==> src/rtl/mmio_arb_pkg.sv <==
// Shared types and constants for the MMIO bus arbiter.
package mmio_arb_pkg;

  typedef enum logic [1:0] {
    IDLE = 2'd0,
    WAIT = 2'd1,
    DONE = 2'd2
  } state_t;

  localparam logic OWN_CPU = 1'b0;
  localparam logic OWN_DMA = 1'b1;

  // Wide enough for any supported data width; sliced down at the use site.
  localparam logic [63:0] ERR_DATA = '1;

  localparam int TIMEOUT_DEF = 15;

endpackage

==> src/rtl/mmio_arbiter_rr_pick2.sv <==
// Two-way round-robin picker: on a tie the requester that did not go last wins.
module rr_pick2
  import mmio_arb_pkg::*;
(
  input  logic [1:0] req,
  input  logic       last,
  output logic       win
);

  // req[0] is the CPU, req[1] the DMA; with a single requester it simply wins.
  always_comb begin
    win = OWN_CPU;
    if (req == 2'b11) win = ~last;
    else              win = req[1];
  end

endmodule

==> src/rtl/mmio_arbiter.sv <==
// Arbitrates CPU and DMA access to the shared MMIO bus, with an ack watchdog.
//
//  state | meaning
//  IDLE  | no transaction, waiting for a request
//  WAIT  | dev_en high, waiting for dev_ack or the watchdog
//  DONE  | one cycle after completion, requests ignored
module mmio_arbiter
  import mmio_arb_pkg::*;
#(
  parameter int DATA_W  = 24,
  parameter int ADDR_W  = 24,
  parameter int TIMEOUT = TIMEOUT_DEF
) (
  input  logic              clk,
  input  logic              rst,
  input  logic              cpu_en,
  input  logic              cpu_iorw,
  input  logic [ADDR_W-1:0] cpu_addr,
  input  logic [DATA_W-1:0] cpu_wdata,
  output logic [DATA_W-1:0] cpu_rdata,
  output logic              cpu_ack,
  input  logic              dma_en,
  input  logic              dma_iorw,
  input  logic [ADDR_W-1:0] dma_addr,
  input  logic [DATA_W-1:0] dma_wdata,
  output logic [DATA_W-1:0] dma_rdata,
  output logic              dma_ack,
  output logic              dev_en,
  output logic              dev_iorw,
  output logic [ADDR_W-1:0] dev_addr,
  output logic [DATA_W-1:0] dev_wdata,
  input  logic [DATA_W-1:0] dev_rdata,
  input  logic              dev_ack,
  output logic              owner,
  output logic              busy,
  output logic              timeout_err
);

  localparam logic [7:0]        CNT_LAST = 8'(TIMEOUT - 1);
  localparam logic [DATA_W-1:0] ERR_RD   = ERR_DATA[DATA_W-1:0];

  state_t      state, state_nxt;
  logic [7:0]  cnt;
  logic        last_owner;
  logic        win;
  logic        grant, fin, to_fire;
  logic [DATA_W-1:0] rd_val;

  rr_pick2 u_pick (
    .req  ({dma_en, cpu_en}),
    .last (last_owner),
    .win  (win)
  );

  assign dev_en = (state == WAIT);
  assign busy   = (state != IDLE);
  assign rd_val = to_fire ? ERR_RD : dev_rdata;

  // State register.
  always_ff @(posedge clk) begin
    if (rst) state <= IDLE;
    else     state <= state_nxt;
  end

  // Next state plus the grant/finish/timeout strobes for the datapath.
  always_comb begin
    state_nxt = state;
    grant     = 1'b0;
    fin       = 1'b0;
    to_fire   = 1'b0;
    case (state)
      IDLE: begin
        if (cpu_en || dma_en) begin
          grant     = 1'b1;
          state_nxt = WAIT;
        end
      end
      WAIT: begin
        // An ack on the last watchdog cycle wins over the timeout.
        if (dev_ack) begin
          fin       = 1'b1;
          state_nxt = DONE;
        end else if (cnt == CNT_LAST) begin
          fin       = 1'b1;
          to_fire   = 1'b1;
          state_nxt = DONE;
        end
      end
      DONE:    state_nxt = IDLE;
      default: state_nxt = IDLE;
    endcase
  end

  // Grant capture, watchdog counter, completion pulses and read-data return.
  always_ff @(posedge clk) begin
    if (rst) begin
      cnt         <= '0;
      last_owner  <= OWN_DMA;
      owner       <= OWN_CPU;
      dev_iorw    <= 1'b0;
      dev_addr    <= '0;
      dev_wdata   <= '0;
      cpu_rdata   <= '0;
      dma_rdata   <= '0;
      cpu_ack     <= 1'b0;
      dma_ack     <= 1'b0;
      timeout_err <= 1'b0;
    end else begin
      cpu_ack     <= 1'b0;
      dma_ack     <= 1'b0;
      timeout_err <= 1'b0;
      if (grant) begin
        owner      <= win;
        last_owner <= win;
        cnt        <= '0;
        dev_iorw   <= (win == OWN_DMA) ? dma_iorw  : cpu_iorw;
        dev_addr   <= (win == OWN_DMA) ? dma_addr  : cpu_addr;
        dev_wdata  <= (win == OWN_DMA) ? dma_wdata : cpu_wdata;
      end else if (state == WAIT && !fin) begin
        cnt <= cnt + 8'd1;
      end
      if (fin) begin
        timeout_err <= to_fire;
        if (owner == OWN_CPU) begin
          cpu_ack <= 1'b1;
          if (dev_iorw) cpu_rdata <= rd_val;
        end else begin
          dma_ack <= 1'b1;
          if (dev_iorw) dma_rdata <= rd_val;
        end
      end
    end
  end

endmodule

==> config.mk <==
export PLATFORM = sky130hd
export DESIGN_NAME = mmio_arbiter
export DESIGN_NICKNAME = d
export VERILOG_FILES = /design/src/rtl/mmio_arb_pkg.sv /design/src/rtl/mmio_arbiter_rr_pick2.sv /design/src/rtl/mmio_arbiter.sv
export SDC_FILE = /design/constraint.sdc
export NUM_CORES = 1
export LEC_CHECK = 0
export BUFFER_PORTS_ARGS = -buffer_cell sky130_fd_sc_hd__buf_2
export CAP_MARGIN = 20
export CORE_ASPECT_RATIO = 1.2
export CORE_MARGIN = 8
export CORE_UTILIZATION = 25
export DETAILED_ROUTE_END_ITERATION = 10
export MAX_ROUTING_LAYER = met4
export SLEW_MARGIN = 5
export SYNTH_ARGS = -nofsm -noshare
export SYNTH_HDL_FRONTEND = slang
export SYNTH_SLANG_ARGS = --single-unit
==> constraint.sdc <==
create_clock -name clk -period 5.3 [get_ports clk]
set_clock_uncertainty 0.2 [all_clocks]
set_input_delay 1.325 -clock clk [delete_from_list [all_inputs] [get_ports clk]]
set_output_delay 1.325 -clock clk [all_outputs]
set_load 0.05 [all_outputs]
==> results of run 1 <==
==> routing by layer <==
metal	vias up	part of all wire, %
li1	2926	-
met1	2776	45
met2	212	47
met3	8	6.8
met4	0	1.0
met5	-	0
==> layout make-up <==
type / count / share of cell area [%]
multi-input cells: 525 / 41.6
flip-flops and latches: 112 / 30.9
repair buffers: 239 / 17.9
well taps: 274 / 4.72
clock buffers: 11 / 3.34
clock inverters: 5 / 1.17
inverters: 7 / 0.362
diodes: 1 / 0.0345
==> cells by family after synthesis <==
kind of cell             Yosys count  share of synthesized area [%]
AND/OR/NAND/NOR                  295                           25.6
adder cells (fa/ha/maj)            2                          0.453
multiplexers                       5                          0.906
buffers and inverters             79                           5.66
AO/OA/AOI/OAI                    223                           26.8
flip-flops                       112                           40.6
==> critical path: cells and delay by family, from the launching register on <==
kind / cells / cell delay [ps]
flops: 1 / 400
simple gates: 1 / 100
buf+inv: 3 / 1310
==> through the flow <==
step / setup slack (ps) / total power, uW / util [%] / instances / hold slack [ps]
after floorplan: 2600 / 1320 / - / 716 / 248
after global placement: 1770 / 1490 / 31.4 / 1152 / 264
after detailed placement: 1950 / 1500 / 31.7 / 1155 / 270
after CTS: 1550 / 2280 / 33.2 / 1171 / 290
after global routing: 1400 / 2360 / 33.5 / 1174 / 312
final: 1590 / 2240 / 33.5 / 1174 / 290
==> flip-flops by register name, indices dropped and copies added, names as in the netlist, 2 cells and up <==
name       cells
cnt            8
cpu_rdata     24
dev_addr      24
dev_wdata     24
dma_rdata     24
state          2
==> worst min-delay path by stage <==
stage | from | slack, ps | cells after the start | to
after CTS | cnt[7] | 290 | 2 | cnt[7]
after detailed placement | cnt[7] | 270 | 2 | cnt[7]
after global placement | cnt[7] | 260 | 2 | cnt[7]
after floorplan | cnt[7] | 250 | 2 | cnt[7]
final | cnt[7] | 290 | 2 | cnt[7]
after global routing | cnt[7] | 310 | 2 | cnt[7]
==> cells in the final DEF (no fill, tap or decap), drive strengths merged, types with 4 or more instances in the layout <==
master,n
buf,239
nand2,101
nand3,4
a311oi,49
nand2b,24
o211ai,5
a211oi,51
a211o,4
nor2b,50
nor2,51
mux2i,5
dfxtp,112
a21oi,104
inv,8
nor3,52
clkbuf,11
==> power by group through the flow <==
stage                     Clock [uW]  Combinational [uW]  Sequential (uW)
after floorplan                    0                 214             1110
after global placement             0                 546              941
after detailed placement           0                 557              942
after CTS                        795                 557              924
after global routing             829                 597              930
final                            765                 555              923
==> out/metrics.csv, run 1 <==
metric,value,unit
multi-input logic area,3020,um^2
Synth Instances,716,
Final Instance Area,7260,um^2
crit path from,state[1],
met2 GRT Util,24.2,%
Reg area,2240,um^2
Post-synth EDFFs,0,
I/O pins,230,
Mapped Nets,845,
clock power share,34.1,%
top_reg_cell synth,dfxtp_1,
Mapped Avg Cell Area,7.71,um^2
die area,27100,um^2
synth cell count leaders,"dfxtp_1, a21oi_1, nand2_1",
Setup crit end kind,output port,
"Seq/Total Area, Yosys",40.6,%
peak supply drop,0.149,mV
asr flop ratio synth,0,%
# DRC,0,
vias per cell,5.04,
number of global-route vias before repair,5981,
slew of the pin with the lowest slew margin,1100,ps
Yosys top cell area share,40.6,%
largest net degree at the start of global routing,68,
first-pass GRT wire length,31300,um
count of final max-slew check failures,0,
type of origin of the critical path,flip-flop,
RR Endpoint,dev_wdata[3],
H-tree levels,3,
GRT Residual Overflow,0,
clock buffer depth,2,
initial core utilization,25.4,%
Root Driver,clkbuf_16,
met3 Track Usage GR,3.61,%
Synth Cell Area,5520,um^2
Vias,5922,
routing usage on met1,18.1,%
Rows,59,
sequential share of power,41.2,%
WL final,20300,um
DIE WIDTH,152,um
internal power,1480,uW
Sum Neg Setup Slack,0,ps
Clock Latency Late Sink,350,ps
CP required,3770,ps
Area Overhead vs Synth,31.5,%
worst hold path type,flip-flop to flip-flop,
postcts setup bufs,0,
gr busiest metal,met2,
Die Span Y,179,um
CTS buffer count,9,
Post-CTS Hold Fix Bufs,0,
# resized after CTS,0,
Detail Route Antenna Nets,0,
post-synthesis register bit count,112,
fin crit period,3710,ps
"Max stage delay cell, worst path",buf_4,
antenna violations before repair,1,
Max Cap Viol,0,
crit path kind,flip-flop to output port,
leakage power,0.00303,uW
final setup fails,0,
"count leader, synth",dfxtp_1,
maximum fanout along the worst path,57,
share of cells above drive strength 1,29.5,%
r2r setup slk,2580,ps
WL per Instance,17.3,um
Final GP Congestion,0.736,
reg2reg path depth,6,
clk slew on worst S/H paths,80,ps
Sw Share,33.8,%
placed inst area,6880,um^2
clk sinks,112,
RSZ-0062 raised after global routing,false,
post-layout net count,1023,
number of fill cells,2336,
area of the core,21700,um^2
"Arr. time, crit path",2180,ps
Slew headroom,26.4,%
Ys Warns,0,
GRT Total Usage,14.8,%
Port Buffers,229,
worst setup path endpoint,busy,
Tcrit/Tclk final,69.9,%
Comb pwr share,24.7,%
P per Cell Area,309,nW/um^2
status,completed,
"Largest stage delay, worst path",520,ps
Post-DP HPWL,13500,um
crit-path cells,nor2_4 -> buf_4 -> clkinv_1 -> buf_2,
DR pass1 iterations,4,
"Hold Violations, Final",0,
unique cell type count in the Yosys netlist,37,
reg2reg start,state[1],
Psw,758,uW
Initial DRC Count,325,
largest cells by area after synthesis,"dfxtp_1, a21oi_1, a311oi_1, a211oi_1, nand2_1",
cell taking the most area after synthesis,dfxtp_1,
CTS tree,done,
fmax,0.270,GHz
(Power assumes the default switching activity.)
==> inputs of run 2 (changes only) <==
--- a/config.mk
+++ b/config.mk
@@ -5,6 +5,7 @@
 export SDC_FILE = /design/constraint.sdc
 export NUM_CORES = 1
 export LEC_CHECK = 0
+export ABC_AREA = 1
 export BUFFER_PORTS_ARGS = -buffer_cell sky130_fd_sc_hd__buf_2
 export CAP_MARGIN = 20
 export CORE_ASPECT_RATIO = 1.2
==> constraint.sdc (replaced) <==
create_clock -name clk -period 3.05 [get_ports clk]
set_clock_uncertainty 0.2 [all_clocks]
set_input_delay 0.7625 -clock clk [delete_from_list [all_inputs] [get_ports clk]]
set_output_delay 0.7625 -clock clk [all_outputs]
set_load 0.05 [all_outputs]
==> out/metrics.csv, run 2 <==
metric,value,unit
status,completed,
Post-DP HPWL,11800,um
clock power share,32.9,%
Tcrit/Tclk final,70.9,%
slew of the pin with the lowest slew margin,586,ps
area of the core,19500,um^2
multi-input logic area,2180,um^2
number of fill cells,2104,
Synth Instances,731,
count of final max-slew check failures,0,
Detail Route Antenna Nets,0,
number of global-route vias before repair,5084,
Post-synth EDFFs,0,
clock buffer depth,2,
RSZ-0062 raised after global routing,false,
Slew headroom,61.0,%
placed inst area,6350,um^2
"Largest stage delay, worst path",320,ps
P per Cell Area,533,nW/um^2
top_reg_cell synth,dfxtp_1,
peak supply drop,0.245,mV
Clock Latency Late Sink,350,ps
CTS buffer count,9,
clk slew on worst S/H paths,80,ps
Ant. Diodes,0,
largest cells by area after synthesis,"dfxtp_1, nor2_1, nand2_1, inv_1, o31ai_1",
Post-CTS Hold Fix Bufs,0,
Psw,1190,uW
initial core utilization,25.4,%
Rows,56,
GRT Total Usage,13.3,%
internal power,2350,uW
synth cell count leaders,"nor2_1, nand2_1, dfxtp_1",
largest net degree at the start of global routing,51,
maximum fanout along the worst path,4,
"Hold Violations, Final",0,
DR pass1 iterations,4,
Setup crit end kind,output port,
Worst path most repeated cell,inv_1,
WL final,16000,um
unique cell type count in the Yosys netlist,25,
CP required,2090,ps
type of origin of the critical path,flip-flop,
"Arr. time, crit path",1200,ps
"Max stage delay cell, worst path",dfxtp_1,
final core utilization,33.9,%
fin crit period,2160,ps
leakage power,0.00369,uW
Yosys top cell area share,45.1,%
postcts setup bufs,0,
Vias,4977,
Mapped Nets,860,
DIE WIDTH,145,um
WL per Instance,13.2,um
Mapped Avg Cell Area,6.81,um^2
Root Driver,clkbuf_16,
crit path kind,flip-flop to output port,
clk sinks,112,
post-synthesis register bit count,112,
fmax,0.462,GHz
antenna violations before repair,0,
H-tree levels,3,
"Seq/Total Area, Yosys",45.1,%
Final Instance Area,6640,um^2
die area,24700,um^2
most common library cell in the layout ignoring fill and taps,buf_2,
Port Buffers,229,
Sum Neg Setup Slack,0,ps
Reg area,2240,um^2
Final GP Congestion,0.746,
WHS,253,ps
Max Cap Viol,0,
Area Overhead vs Synth,33.4,%
cell taking the most area after synthesis,dfxtp_1,
worst hold path type,flip-flop to flip-flop,
crit-path cells,inv_1 -> nand2_1 -> inv_1 -> buf_2,
vias per cell,4.12,
Synth Cell Area,4970,um^2
post-layout net count,1072,
"count leader, synth",nor2_1,
GRT Residual Overflow,0,
Ys Warns,0,
first-pass GRT wire length,25200,um
asr flop ratio synth,0,%
share of cells above drive strength 1,29.0,%
Initial DRC Count,185,
CTS tree,done,
I/O pins,230,
Comb pwr share,21.8,%
Die Span Y,171,um
final setup fails,0,
"commonest cells after routing, fill and taps aside","buf_2, nor2_1, nand2_1",
# resized after CTS,0,
sequential share of power,45.3,%
# DRC,0,
Pwr Total,3530,uW
Sw Share,33.6,%
-- run 2: worst max-delay path, delay by kind of cell (launching register included) --
kind | cells | cell delay [ps]
simple gates | 1 | 50
buf+inv | 3 | 470
flops | 1 | 320
-- run 2: final cells by class --
class / count / area share (%)
sequential: 112 / 33.8
multi-input combinational: 489 / 32.9
timing repair buffer: 238 / 18.9
inverter: 93 / 5.26
tap: 261 / 4.92
clock buffer: 11 / 3.66
clock inverter: 5 / 0.641
-- run 2: kinds of logic (layout without fill, tap and decap cells) --
kind of cell | count (synthesis) | in the layout | synth area share (%)
AOI/OAI and AO/OA | 60 | 60 | 9.63
xor gates and xnor gates | 4 | 4 | 0.704
adders and majority gates | 2 | 2 | 0.503
buffers and inverters | 130 | 347 | 11.2
DFF | 112 | 112 | 45.1
and+or+nand+nor | 423 | 423 | 32.8
-- run 2: final timing paths --
| check | slack [ps] | end | start | cells past startpoint |
|---|---|---|---|---|
| worst max-delay path | 890 | dev_en | state[1] | 4 |
| worst min-delay path | 250 | dev_addr[7] | dev_addr[7] | 2 |
| worst max register to register | 1090 | cpu_rdata[3] | cnt[0] | 8 |
| worst min register to register | 250 | dev_addr[7] | dev_addr[7] | 2 |
-- run 2: stage by stage --
step | worst slack, ps | cells
5_1_grt | 785 | 1209
6_report | 887 | 1209
3_5_place_dp | 764 | 1193
3_3_place_gp | 763 | 1193
4_1_cts | 852 | 1209
2_1_floorplan | 1180 | 731
-- run 2: power groups by stage --
stage                     Clock (uW)  Combinational, uW  Sequential [uW]
after detailed placement           0                781             1630
after global placement             0                780             1630
after CTS                       1210                781             1600
final                           1160                772             1600
after global routing            1280                833             1610
after floorplan                    0                241             1920
-- run 2: layer usage --
layer  wire (um)  track usage (%)
met1        7620             16.9
met2        6680             19.4
met3        1500             4.71
met4         153             3.54
met5           0                -
